[src/rtl/pipeline_types.sv]
// Types shared between the decode front end and the rename stage:
// the decoded control payload and physical-register tag sizing.
package pipeline_types;

   localparam int ARCH_REGS     = 32;
   localparam int AREG_W        = 5;
   localparam int NUM_PREGS_DEF = 64;
   localparam int PREG_W_DEF    = $clog2(NUM_PREGS_DEF);
   localparam int FL_DEPTH_DEF  = NUM_PREGS_DEF - ARCH_REGS;

   typedef logic [PREG_W_DEF-1:0] preg_t;

   typedef struct packed {
      logic [31:0] pc;
      logic [31:0] imm;
      logic        alu_src;
      logic [3:0]  alu_op;
      logic        branch;
      logic        jump;
      logic        mem_read;
      logic        mem_write;
      logic        reg_write;
      logic        mem_to_reg;
   } dec_ctrl_t;

   // x0 is never renamed, so writes to it consume no tag.
   function automatic logic needs_alloc(input dec_ctrl_t ctrl, input logic [AREG_W-1:0] rd);
      return ctrl.reg_write && (rd != '0);
   endfunction

endpackage

[src/rtl/rename_free_list.sv]
// Circular FIFO of free physical tags; resets holding every tag above the
// architectural range, in ascending order.
module rename_free_list
   import pipeline_types::*;
#(
   parameter  int NUM_PREGS = 64,
   localparam int PREG_W    = $clog2(NUM_PREGS),
   localparam int FL_DEPTH  = NUM_PREGS - ARCH_REGS,
   localparam int IDX_W     = $clog2(FL_DEPTH),
   localparam int CNT_W     = $clog2(FL_DEPTH + 1)
) (
   input  logic              clk,
   input  logic              reset,
   input  logic              pop_i,
   input  logic              push_i,
   input  logic [PREG_W-1:0] push_preg_i,
   output logic [PREG_W-1:0] head_preg_o,
   output logic [CNT_W-1:0]  count_o
);

   logic [PREG_W-1:0] mem_q [FL_DEPTH];
   logic [PREG_W-1:0] mem_d [FL_DEPTH];
   logic [IDX_W-1:0]  head_q, head_d;
   logic [IDX_W-1:0]  tail_q, tail_d;
   logic [CNT_W-1:0]  count_q, count_d;
   logic              push_ok;
   logic              pop_ok;

   // Depth need not be a power of two for larger register files.
   function automatic logic [IDX_W-1:0] wrap_inc(input logic [IDX_W-1:0] idx);
      return (idx == IDX_W'(FL_DEPTH - 1)) ? '0 : idx + IDX_W'(1);
   endfunction

   assign push_ok = push_i && (push_preg_i != '0) && (count_q != CNT_W'(FL_DEPTH));
   assign pop_ok  = pop_i && (count_q != '0);

   always_comb begin
      mem_d   = mem_q;
      head_d  = head_q;
      tail_d  = tail_q;
      count_d = count_q;
      if (push_ok) begin
         mem_d[tail_q] = push_preg_i;
         tail_d        = wrap_inc(tail_q);
      end
      if (pop_ok) begin
         head_d = wrap_inc(head_q);
      end
      case ({push_ok, pop_ok})
         2'b10:   count_d = count_q + CNT_W'(1);
         2'b01:   count_d = count_q - CNT_W'(1);
         default: count_d = count_q;
      endcase
   end

   always_ff @(posedge clk or posedge reset) begin
      if (reset) begin
         for (int i = 0; i < FL_DEPTH; i++) begin
            mem_q[i] <= PREG_W'(ARCH_REGS + i);
         end
         head_q  <= '0;
         tail_q  <= '0;
         count_q <= CNT_W'(FL_DEPTH);
      end else begin
         mem_q   <= mem_d;
         head_q  <= head_d;
         tail_q  <= tail_d;
         count_q <= count_d;
      end
   end

   // A pushed tag only becomes visible here after the clock edge: no bypass.
   assign head_preg_o = mem_q[head_q];
   assign count_o     = count_q;

   a_push_nonzero: assert property (@(posedge clk) disable iff (reset)
      push_i |-> (push_preg_i != '0));
   a_push_not_full: assert property (@(posedge clk) disable iff (reset)
      push_i |-> (count_q != CNT_W'(FL_DEPTH)));

endmodule

[src/rtl/rename_stage.sv]
// Single-issue rename: map-table lookup and destination allocation, with the
// renamed instruction held in a registered output slot toward dispatch.
module rename_stage
   import pipeline_types::*;
#(
   parameter  int NUM_PREGS = 64,
   localparam int PREG_W    = $clog2(NUM_PREGS),
   localparam int FL_DEPTH  = NUM_PREGS - ARCH_REGS,
   localparam int CNT_W     = $clog2(FL_DEPTH + 1)
) (
   input  logic              clk,
   input  logic              reset,
   input  logic              fe_valid_i,
   output logic              fe_ready_o,
   input  logic [4:0]        fe_rs1_i,
   input  logic [4:0]        fe_rs2_i,
   input  logic [4:0]        fe_rd_i,
   input  dec_ctrl_t         fe_ctrl_i,
   output logic              ren_valid_o,
   input  logic              ren_ready_i,
   output logic [PREG_W-1:0] ren_ps1_o,
   output logic [PREG_W-1:0] ren_ps2_o,
   output logic [PREG_W-1:0] ren_pd_o,
   output logic [PREG_W-1:0] ren_old_pd_o,
   output dec_ctrl_t         ren_ctrl_o,
   input  logic              free_valid_i,
   input  logic [PREG_W-1:0] free_preg_i
);

   logic [PREG_W-1:0] map_q [ARCH_REGS];
   logic [PREG_W-1:0] map_d [ARCH_REGS];

   logic              ren_valid_q, ren_valid_d;
   logic [PREG_W-1:0] ren_ps1_q, ren_ps1_d;
   logic [PREG_W-1:0] ren_ps2_q, ren_ps2_d;
   logic [PREG_W-1:0] ren_pd_q, ren_pd_d;
   logic [PREG_W-1:0] ren_old_pd_q, ren_old_pd_d;
   dec_ctrl_t         ren_ctrl_q, ren_ctrl_d;

   logic [PREG_W-1:0] fl_head;
   logic [CNT_W-1:0]  fl_count;
   logic              accept;
   logic              alloc;

   // Stalls on an empty free list even when no tag is needed; keeps the
   // ready path independent of the incoming instruction.
   assign fe_ready_o = (!ren_valid_q || ren_ready_i) && (fl_count != '0);
   assign accept     = fe_valid_i && fe_ready_o;
   assign alloc      = needs_alloc(fe_ctrl_i, fe_rd_i);

   rename_free_list #(
      .NUM_PREGS (NUM_PREGS)
   ) u_free_list (
      .clk         (clk),
      .reset       (reset),
      .pop_i       (accept && alloc),
      .push_i      (free_valid_i),
      .push_preg_i (free_preg_i),
      .head_preg_o (fl_head),
      .count_o     (fl_count)
   );

   // Sources read the registered table, so rs == rd sees the prior mapping.
   always_comb begin
      map_d = map_q;
      if (accept && alloc) begin
         map_d[fe_rd_i] = fl_head;
      end
      map_d[0] = '0;
   end

   always_comb begin
      ren_valid_d  = ren_valid_q;
      ren_ps1_d    = ren_ps1_q;
      ren_ps2_d    = ren_ps2_q;
      ren_pd_d     = ren_pd_q;
      ren_old_pd_d = ren_old_pd_q;
      ren_ctrl_d   = ren_ctrl_q;
      if (accept) begin
         ren_valid_d  = 1'b1;
         ren_ps1_d    = map_q[fe_rs1_i];
         ren_ps2_d    = map_q[fe_rs2_i];
         ren_pd_d     = alloc ? fl_head : '0;
         ren_old_pd_d = map_q[fe_rd_i];
         ren_ctrl_d   = fe_ctrl_i;
      end else if (ren_ready_i) begin
         ren_valid_d = 1'b0;
      end
   end

   always_ff @(posedge clk or posedge reset) begin
      if (reset) begin
         for (int i = 0; i < ARCH_REGS; i++) begin
            map_q[i] <= PREG_W'(i);
         end
      end else begin
         map_q <= map_d;
      end
   end

   always_ff @(posedge clk or posedge reset) begin
      if (reset) begin
         ren_valid_q  <= 1'b0;
         ren_ps1_q    <= '0;
         ren_ps2_q    <= '0;
         ren_pd_q     <= '0;
         ren_old_pd_q <= '0;
         ren_ctrl_q   <= '0;
      end else begin
         ren_valid_q  <= ren_valid_d;
         ren_ps1_q    <= ren_ps1_d;
         ren_ps2_q    <= ren_ps2_d;
         ren_pd_q     <= ren_pd_d;
         ren_old_pd_q <= ren_old_pd_d;
         ren_ctrl_q   <= ren_ctrl_d;
      end
   end

   assign ren_valid_o  = ren_valid_q;
   assign ren_ps1_o    = ren_ps1_q;
   assign ren_ps2_o    = ren_ps2_q;
   assign ren_pd_o     = ren_pd_q;
   assign ren_old_pd_o = ren_old_pd_q;
   assign ren_ctrl_o   = ren_ctrl_q;

endmodule

[config.mk]
export PLATFORM = sky130hd
export DESIGN_NAME = rename_stage
export DESIGN_NICKNAME = d
export VERILOG_FILES = /design/src/rtl/pipeline_types.sv /design/src/rtl/rename_free_list.sv /design/src/rtl/rename_stage.sv
export SDC_FILE = /design/constraint.sdc
export NUM_CORES = 1
export LEC_CHECK = 0
export CAP_MARGIN = 20
export CORE_ASPECT_RATIO = 0.9
export CORE_MARGIN = 10
export CORE_UTILIZATION = 26
export DETAILED_ROUTE_END_ITERATION = 7
export PLACE_DENSITY = 0.42
export SETUP_SLACK_MARGIN = 0.5
export SYNTH_ARGS = -nofsm -noshare
export SYNTH_HDL_FRONTEND = slang
export SYNTH_SLANG_ARGS = --single-unit
export TNS_END_PERCENT = 100
[constraint.sdc]
create_clock -name clk -period 44.1 [get_ports clk]
set_clock_uncertainty 0.05 [all_clocks]
set_input_delay 11.025 -clock clk [delete_from_list [all_inputs] [get_ports clk]]
set_output_delay 11.025 -clock clk [all_outputs]
set_load 0.1 [all_outputs]
==> results of run 1 <==
==> path summary, 6_finish.rpt <==
path                                               startpoint  slack [ns]                            endpoint
max                                               ren_ready_i       19.98                          fe_ready_o
min reg2reg                        ren_ctrl_o[20]$_DFFE_PP0P_        0.42          ren_ctrl_o[20]$_DFFE_PP0P_
min                                ren_ctrl_o[20]$_DFFE_PP0P_        0.42          ren_ctrl_o[20]$_DFFE_PP0P_
max in group asynchronous                               reset       30.24               map_q[78]$_DFFE_PP0P_
min in group asynchronous                               reset       10.89          ren_ctrl_o[27]$_DFFE_PP0P_
max reg2reg                u_free_list.count_o[5]$_DFFE_PP1P_       40.17  u_free_list.count_o[4]$_DFFE_PP0P_
==> routing by layer <==
metal / vias up / track usage / share of wire
li1: 7476 / - / -
met1: 9047 / 0.207 / 0.47
met2: 489 / 0.222 / 0.45
met3: 116 / 0.0292 / 0.057
met4: 4 / 0.0402 / 0.026
met5: - / 0 / 0.00032
==> layout by cell type (no fill, tap or decap), types with 9 or more instances in the layout <==
cell / netlist / layout
clkbuf_16: 0 / 59
a22oi_1: 23 / 23
inv_1: 18 / 17
a221oi_1: 24 / 24
mux4_2: 151 / 151
clkbuf_8: 0 / 16
nor2b_1: 11 / 11
buf_4: 8 / 32
clkdlybuf4s50_1: 0 / 193
clkbuf_1: 63 / 18
a22o_1: 11 / 11
nand3b_1: 11 / 11
nor2_1: 46 / 46
nand2_1: 287 / 287
and3_1: 10 / 10
dfrtp_1: 301 / 300
nand4_1: 9 / 9
a222oi_1: 12 / 12
mux2_1: 26 / 26
mux2_2: 416 / 416
nor3_1: 11 / 11
mux2i_1: 13 / 13
o21ai_0: 15 / 15
nor3b_1: 10 / 10
ha_1: 10 / 10
dfstp_2: 193 / 193
a21oi_1: 25 / 24
a31oi_1: 14 / 14
nand3_2: 35 / 35
==> registers in the layout, summed over array words and instances (netlist names) <==
signal	cells
u_free_list.mem_q	192
map_q	186
ren_ctrl_o	75
ren_old_pd_o	6
ren_pd_o	6
ren_ps1_o	6
ren_ps2_o	6
u_free_list.count_o	6
u_free_list.head_q	5
u_free_list.tail_q	5
ren_valid_o	1
==> cell families (layout without fill, tap and decap cells) <==
logic type	count (synthesis)	in the layout	share of synthesized area
flops	494	494	0.487
fa+ha+maj	10	10	0.00483
xor+xnor	7	7	0.00237
mux	613	613	0.333
simple gates	466	466	0.0892
other cells	0	1	0
buf+inv	169	367	0.0330
compound gates	172	172	0.0511
==> through the flow <==
stage | utilization | cells | hold WS, ns | instance area (sq um)
2_1_floorplan | - | 1931 | 0.409 | 25900
3_3_place_gp | 0.295 | 3345 | 0.407 | 29000
3_5_place_dp | 0.295 | 3346 | 0.411 | 29000
4_1_cts | 0.316 | 3457 | 0.425 | 31100
5_1_grt | 0.317 | 3461 | 0.440 | 31200
6_report | 0.317 | 3462 | 0.422 | 31200
==> report_power, final <==
part,switching [mW],total (mW),internal (mW)
Clock,0.206,0.516,0.310
Sequential,0.113,0.757,0.644
Combinational,0.485,0.799,0.314
Total,0.803,2.07,1.27
==> critical path: stages <==
cell and delay [ns]:
clkdlybuf4s50_1 0.45, nand2b_1 0.24, o31a_1 0.19, clkdlybuf4s50_1 1.13
==> cell type report <==
class,instances,area (sq um)
multi-input cells,1268,12500
fillers,9819,67300
repair buffers,237,2300
diodes,1,2.50
clock buffers,93,1760
well taps,1332,1670
flip-flops and latches,494,12600
clock inverters,18,305
inverters,19,78.8
==> flow_summary.toml, run 1 <==
[job]
maxCapViolCount = 0

[sta]
worst_slack_ns = 19.98
rsz0062_at_grt = "false"
relSlewSlack = 0.269
finalHoldViolations = 0
maxSlewViolCount = 0
post-route-period-util = 0.547
fin_crit_ns = 24.12
setup_tns_ns = 0
setup_viol = 0
fmax_mhz = 41.5
worst_slew_pin_slew_ns = 1.09

[layout]
fin_nets = 2190
area_growth_pct = 20.5
post_route_cells_drive_above_1_share = 0.455

[power]
pwr_density_cell_nw_per_um2 = 66.4
p_leak_nw = 13.0
totalPowerFinal_mw = 2.07
ir_worst_vdd_mv = 0.0547

[route]
drcViolationCount = 0
drt_iter0_markers = 1120
vias = 17100
first_pass_iters = 7
wire_per_inst_um = 24.2
viasPerCell = 4.95
finalWirelength_um = 83600
drtAntennaViolNets = 0

[synthesis]
synth_largest_area_cell = "dfrtp_1"
synth-seq-cells = 494
yosys.cell_count.top_type = "mux2_2"
netlist.area_leader.share = 0.291
synth-edff-count = 0
syn-instance-count = 1931
netlist_top_cells_area = "dfrtp_1 29%, dfstp_2 20%, mux2_2 18%"
async_flop_share = 1.00
seq_area_frac_synth = 0.487
synthTopCellsByCount = "416 x mux2_2, 301 x dfrtp_1, 287 x nand2_1, 193 x dfstp_2, 151 x mux4_2"
ys.flop_type = "dfrtp_1"
synth.distinct_cells = 68
synth_area_sq_um = 25900
yosysWarnings = 0
syn_area_per_cell_sq_um = 13.4
syn_nets = 2042

[global_routing]
antenna_found_initial = 2
grt_usage = 0.145
grt_max_degree = 109
grt_pass1_vias = 17800
grt_first_pass_wirelength_um = 126000
grt_overflow_total = 0

[min_path]
hold_class = "reg2reg"
hold-path-cell-count = 2

[clock_network]
htreeDepth = 2
cts_tree = "done"
worst_skew_pair.late_latency_ns = 0.65
cts-hold-fix-buffers = 0
clkSlewWorstSetupHoldPaths_ns = 0.06
cts_buffers = 59
clock_path_buffers = 3
postCtsSetupRepairBufs = 0
cts_sinks = 494
post_cts_resized = 0
cts_root_buf = "clkbuf_16"

[setup_path]
reg2reg_depth = 11
path_class = "in2out"
end_kind = "output pin"
cp.required_ns = 33.02
cp_data_arrival_time_ns = 13.05
start_kind = "primary input"
critPathMaxFanout = 4

[placement]
portBuffers = 201
place_congestion = 0.814
hpwl_um = 55700
dpl_worst_slack_ns = 19.99

[die]
fp.dieArea_sq_um = 113000
start_util = 0.263
die_x_um = 353
die_h_um = 319
num_rows = 109
ios = 202
core_area_sq_um = 98500

[outcome]
status = "finished, final reports clean"
Note: power is estimated with default switching activity, not from simulation.
==> inputs of run 2 (changes only) <==
==> constraint.sdc (replaced) <==
create_clock -name clk -period 23.8 [get_ports clk]
set_clock_uncertainty 0.05 [all_clocks]
set_input_delay 5.95 -clock clk [delete_from_list [all_inputs] [get_ports clk]]
set_output_delay 5.95 -clock clk [all_outputs]
set_load 0.1 [all_outputs]
==> flow_summary.toml, run 2 (synthesis results as in run 1) <==
[setup_path]
critPathMaxFanout = 4
path_class = "in2out"
start_kind = "primary input"
end_kind = "output pin"
cp_data_arrival_time_ns = 7.99
cp.required_ns = 17.80

[sta]
maxSlewViolCount = 0
setup_viol = 0
post-route-period-util = 0.588
fmax_mhz = 71.5
fin_crit_ns = 13.99
rsz0062_at_grt = "false"
relSlewSlack = 0.275
finalHoldViolations = 0
worst_slack_ns = 9.81
setup_tns_ns = 0
worst_slew_pin_slew_ns = 1.08

[clock_network]
cts_tree = "done"
cts_buffers = 60
htreeDepth = 2
cts_sinks = 494
post_cts_resized = 0
clkSlewWorstSetupHoldPaths_ns = 0.06
postCtsSetupRepairBufs = 0
cts_root_buf = "clkbuf_16"
clock_path_buffers = 3
cts-hold-fix-buffers = 0
worst_skew_pair.late_latency_ns = 0.64

[route]
drcViolationCount = 0
vias = 17100
finalWirelength_um = 83100
drtAntennaViolNets = 0
viasPerCell = 4.93
wire_per_inst_um = 24.0
first_pass_iters = 5
drt_iter0_markers = 1124

[die]
fp.dieArea_sq_um = 113000
num_rows = 109
start_util = 0.263
core_area_sq_um = 98500
die_x_um = 353
ios = 202
die_h_um = 319

[global_routing]
grt_first_pass_wirelength_um = 125000
grt_overflow_total = 0
grt_usage = 0.144
grt_max_degree = 158
grt_pass1_vias = 17800
antenna_found_initial = 3

[layout]
largest_reg_flops = 192
final_common_cell = "mux2_2"
post_route_cells_drive_above_1_share = 0.454
largest_register = "u_free_list.mem_q"
layout_common_cells = "416 x mux2_2, 300 x dfrtp_1, 287 x nand2_1"
fin_nets = 2187
area_growth_pct = 21.0

[min_path]
hold_class = "reg2reg"

[placement]
place_congestion = 0.820
hpwl_um = 55000
portBuffers = 201
dpl_worst_slack_ns = 9.81

[outcome]
status = "finished, final reports clean"

[power]
ir_worst_vdd_mv = 0.0651
p_leak_nw = 13.0
pwr_density_cell_nw_per_um2 = 124

[job]
maxCapViolCount = 0
-- run 2: changes by cell type in the layout (fill, tap and decap cells not counted) --
cell / change
clkinv_2: -6
clkbuf_8: +5
buf_4: -4
bufinv_16: +3
clkbuf_16: +2
buf_12: +1
clkbuf_1: +1
clkbuf_2: -1
clkinv_16: -1
inv_6: -1
-- run 2: layout make-up --
class	count	area, sq um
clock inverter	13	327
tap	1332	1670
multi-input combinational	1268	12500
timing repair buffer	233	2290
clock buffer	101	1890
antenna	1	2.50
fill	9824	67100
sequential	494	12600
inverter	19	78.8
-- run 2: where the power goes --
group,switching [mW],internal (mW),total [mW]
sequential,0.207,1.19,1.40
clock,0.373,0.634,1.01
combinational,0.894,0.581,1.48
total,1.47,2.41,3.88
-- run 2: metal layers --
layer / share of wire / global-route usage
met1: 0.47 / 0.204
met2: 0.45 / 0.223
met3: 0.055 / 0.0308
met4: 0.022 / 0.0352
met5: 0.00057 / 0
-- run 2: final timing paths --
kind,start,to,slack [ns],depth (start not counted)
max,ren_ready_i,fe_ready_o,9.81,4
min,ren_ctrl_o[18]$_DFFE_PP0P_,ren_ctrl_o[18]$_DFFE_PP0P_,0.42,2
max reg2reg,u_free_list.count_o[5]$_DFFE_PP1P_,u_free_list.count_o[4]$_DFFE_PP0P_,19.87,11
min reg2reg,ren_ctrl_o[18]$_DFFE_PP0P_,ren_ctrl_o[18]$_DFFE_PP0P_,0.42,2
max in group asynchronous,reset,map_q[74]$_DFFE_PP0P_,15.49,4
min in group asynchronous,reset,ren_ctrl_o[32]$_DFFE_PP0P_,5.82,2
-- run 2: worst max-delay path, stage by stage --
cell	delay, ns
clkdlybuf4s50_1	0.46
nand2b_1	0.24
o31a_1	0.19
clkdlybuf4s50_1	1.14
-- run 2: through the flow --
| stage | util | hold WS, ns | area [sq um] | instances | total power [mW] |
|---|---|---|---|---|---|
| detailed placement | 0.295 | 0.411 | 29000 | 3342 | 2.88 |
| global route | 0.318 | 0.438 | 31300 | 3460 | 4.09 |
| CTS | 0.317 | 0.425 | 31200 | 3456 | 3.91 |
| floorplan | - | 0.409 | 25900 | 1931 | 2.47 |
| global placement | 0.295 | 0.407 | 29000 | 3341 | 2.85 |
| finish | 0.318 | 0.420 | 31300 | 3461 | 3.88 |
==> inputs of run 3 (changes only) <==
==> constraint.sdc (replaced) <==
create_clock -name clk -period 14.35 [get_ports clk]
set_clock_uncertainty 0.05 [all_clocks]
set_input_delay 3.5875 -clock clk [delete_from_list [all_inputs] [get_ports clk]]
set_output_delay 3.5875 -clock clk [all_outputs]
set_load 0.1 [all_outputs]
==> flow_summary.toml, run 3 (synthesis results as in run 1) <==
[layout]
largest_reg_flops = 192
final_common_cell = "mux2_2"
fin_nets = 2190
largest_register = "u_free_list.mem_q"
fin_cells = 3461
post_route_cells_drive_above_1_share = 0.454
stdcell_area_sq_um = 31100
diodes = 0
utilization = 0.316
n_fill_cell = 9790
area_growth_pct = 20.3
layout_common_cells = "416 x mux2_2, 300 x dfrtp_1, 287 x nand2_1"

[die]
num_rows = 109
ios = 202
core_area_sq_um = 98500
fp.dieArea_sq_um = 113000
start_util = 0.263
die_h_um = 319
die_x_um = 353

[route]
finalWirelength_um = 83100
dr_wl_met3_um = 5360
drt_iter0_markers = 1324
drt-met1-wl_um = 38600
drtAntennaViolNets = 0
first_pass_iters = 6
vias = 17100
wl_met2_um = 37000
viasPerCell = 4.94
wire_per_inst_um = 24.0
drcViolationCount = 0
top_layer_used = "met5"

[clock_network]
cts_sinks = 494
cts-hold-fix-buffers = 0
postCtsSetupRepairBufs = 0
cts_root_buf = "clkbuf_16"
cts_buffers = 58
clock_path_buffers = 3
clkSlewWorstSetupHoldPaths_ns = 0.06
htreeDepth = 2
post_cts_resized = 0
worst_skew_pair.late_latency_ns = 0.65
cts_tree = "done"

[sta]
finalHoldViolations = 0
worst_slack_ns = 4.94
setup_tns_ns = 0
maxSlewViolCount = 0
setup_viol = 0
timing.hold.ws_ns = 0.422
fmax_mhz = 106
fin_crit_ns = 9.41
worst_slew_pin_slew_ns = 1.07
rsz0062_at_grt = "false"
relSlewSlack = 0.284
post-route-period-util = 0.656

[setup_path]
start_kind = "primary input"
critPathMaxFanout = 4
end_kind = "output pin"
cp.required_ns = 10.71
cp_data_arrival_time_ns = 5.77
path_class = "in2out"

[global_routing]
grt_max_degree = 133
grt_usage = 0.145
grt_first_pass_wirelength_um = 126000
grt_pass1_vias = 18000
grt_overflow_total = 0
antenna_found_initial = 3

[placement]
portBuffers = 201
dpl_worst_slack_ns = 4.89
hpwl_um = 54900
dp.cells = 3347
place_congestion = 0.830
post_dp_cell_area_sq_um = 29100

[min_path]
hold_class = "reg2reg"

[power]
ir_worst_vdd_mv = 0.138
totalPowerFinal_mw = 6.33
p_leak_nw = 12.9
pwr_density_cell_nw_per_um2 = 203

[job]
maxCapViolCount = 0

[outcome]
status = "finished, final reports clean"
-- run 3: area by class of cell --
type                            instances  area [sq um]  share of cell area
Sequential cell                       494         12600               0.405
Multi-Input combinational cell       1268         12500               0.401
Timing Repair Buffer                  238          2360              0.0757
Clock buffer                           94          1760              0.0564
Tap cell                             1332          1670              0.0535
Clock inverter                         16           205             0.00659
Inverter                               19          75.1             0.00241
-- run 3: worst paths after layout --
path                                                     from                                 end  slack (ns)  cells after the start
max reg2reg                u_free_list.count_o[5]$_DFFE_PP1P_  u_free_list.count_o[5]$_DFFE_PP1P_       10.57                      9
min reg2reg                        ren_ctrl_o[62]$_DFFE_PP0P_          ren_ctrl_o[62]$_DFFE_PP0P_        0.42                      2
max in group asynchronous                               reset          ren_ctrl_o[60]$_DFFE_PP0P_        8.83                      4
min                                ren_ctrl_o[62]$_DFFE_PP0P_          ren_ctrl_o[62]$_DFFE_PP0P_        0.42                      2
max                                               ren_ready_i                          fe_ready_o        4.94                      4
min in group asynchronous                               reset   u_free_list.mem_q[18]$_DFFE_PP0P_        3.31                      2
-- run 3: power breakdown --
part,total [mW],internal [mW],switching (mW)
registers,2.33,1.98,0.348
logic,2.48,0.987,1.49
clock network,1.53,0.907,0.625
total,6.33,3.87,2.46
-- run 3: routing by layer --
layer	vias up	global-route usage
met5	-	0
met3	127	0.0352
met4	6	0.0404
li1	7478	-
met1	8986	0.202
met2	506	0.221
-- run 3: worst max-delay path: stages --
cell	delay [ns]
clkdlybuf4s50_1	0.46
nand2b_1	0.26
o31a_1	0.27
clkdlybuf4s50_1	1.18
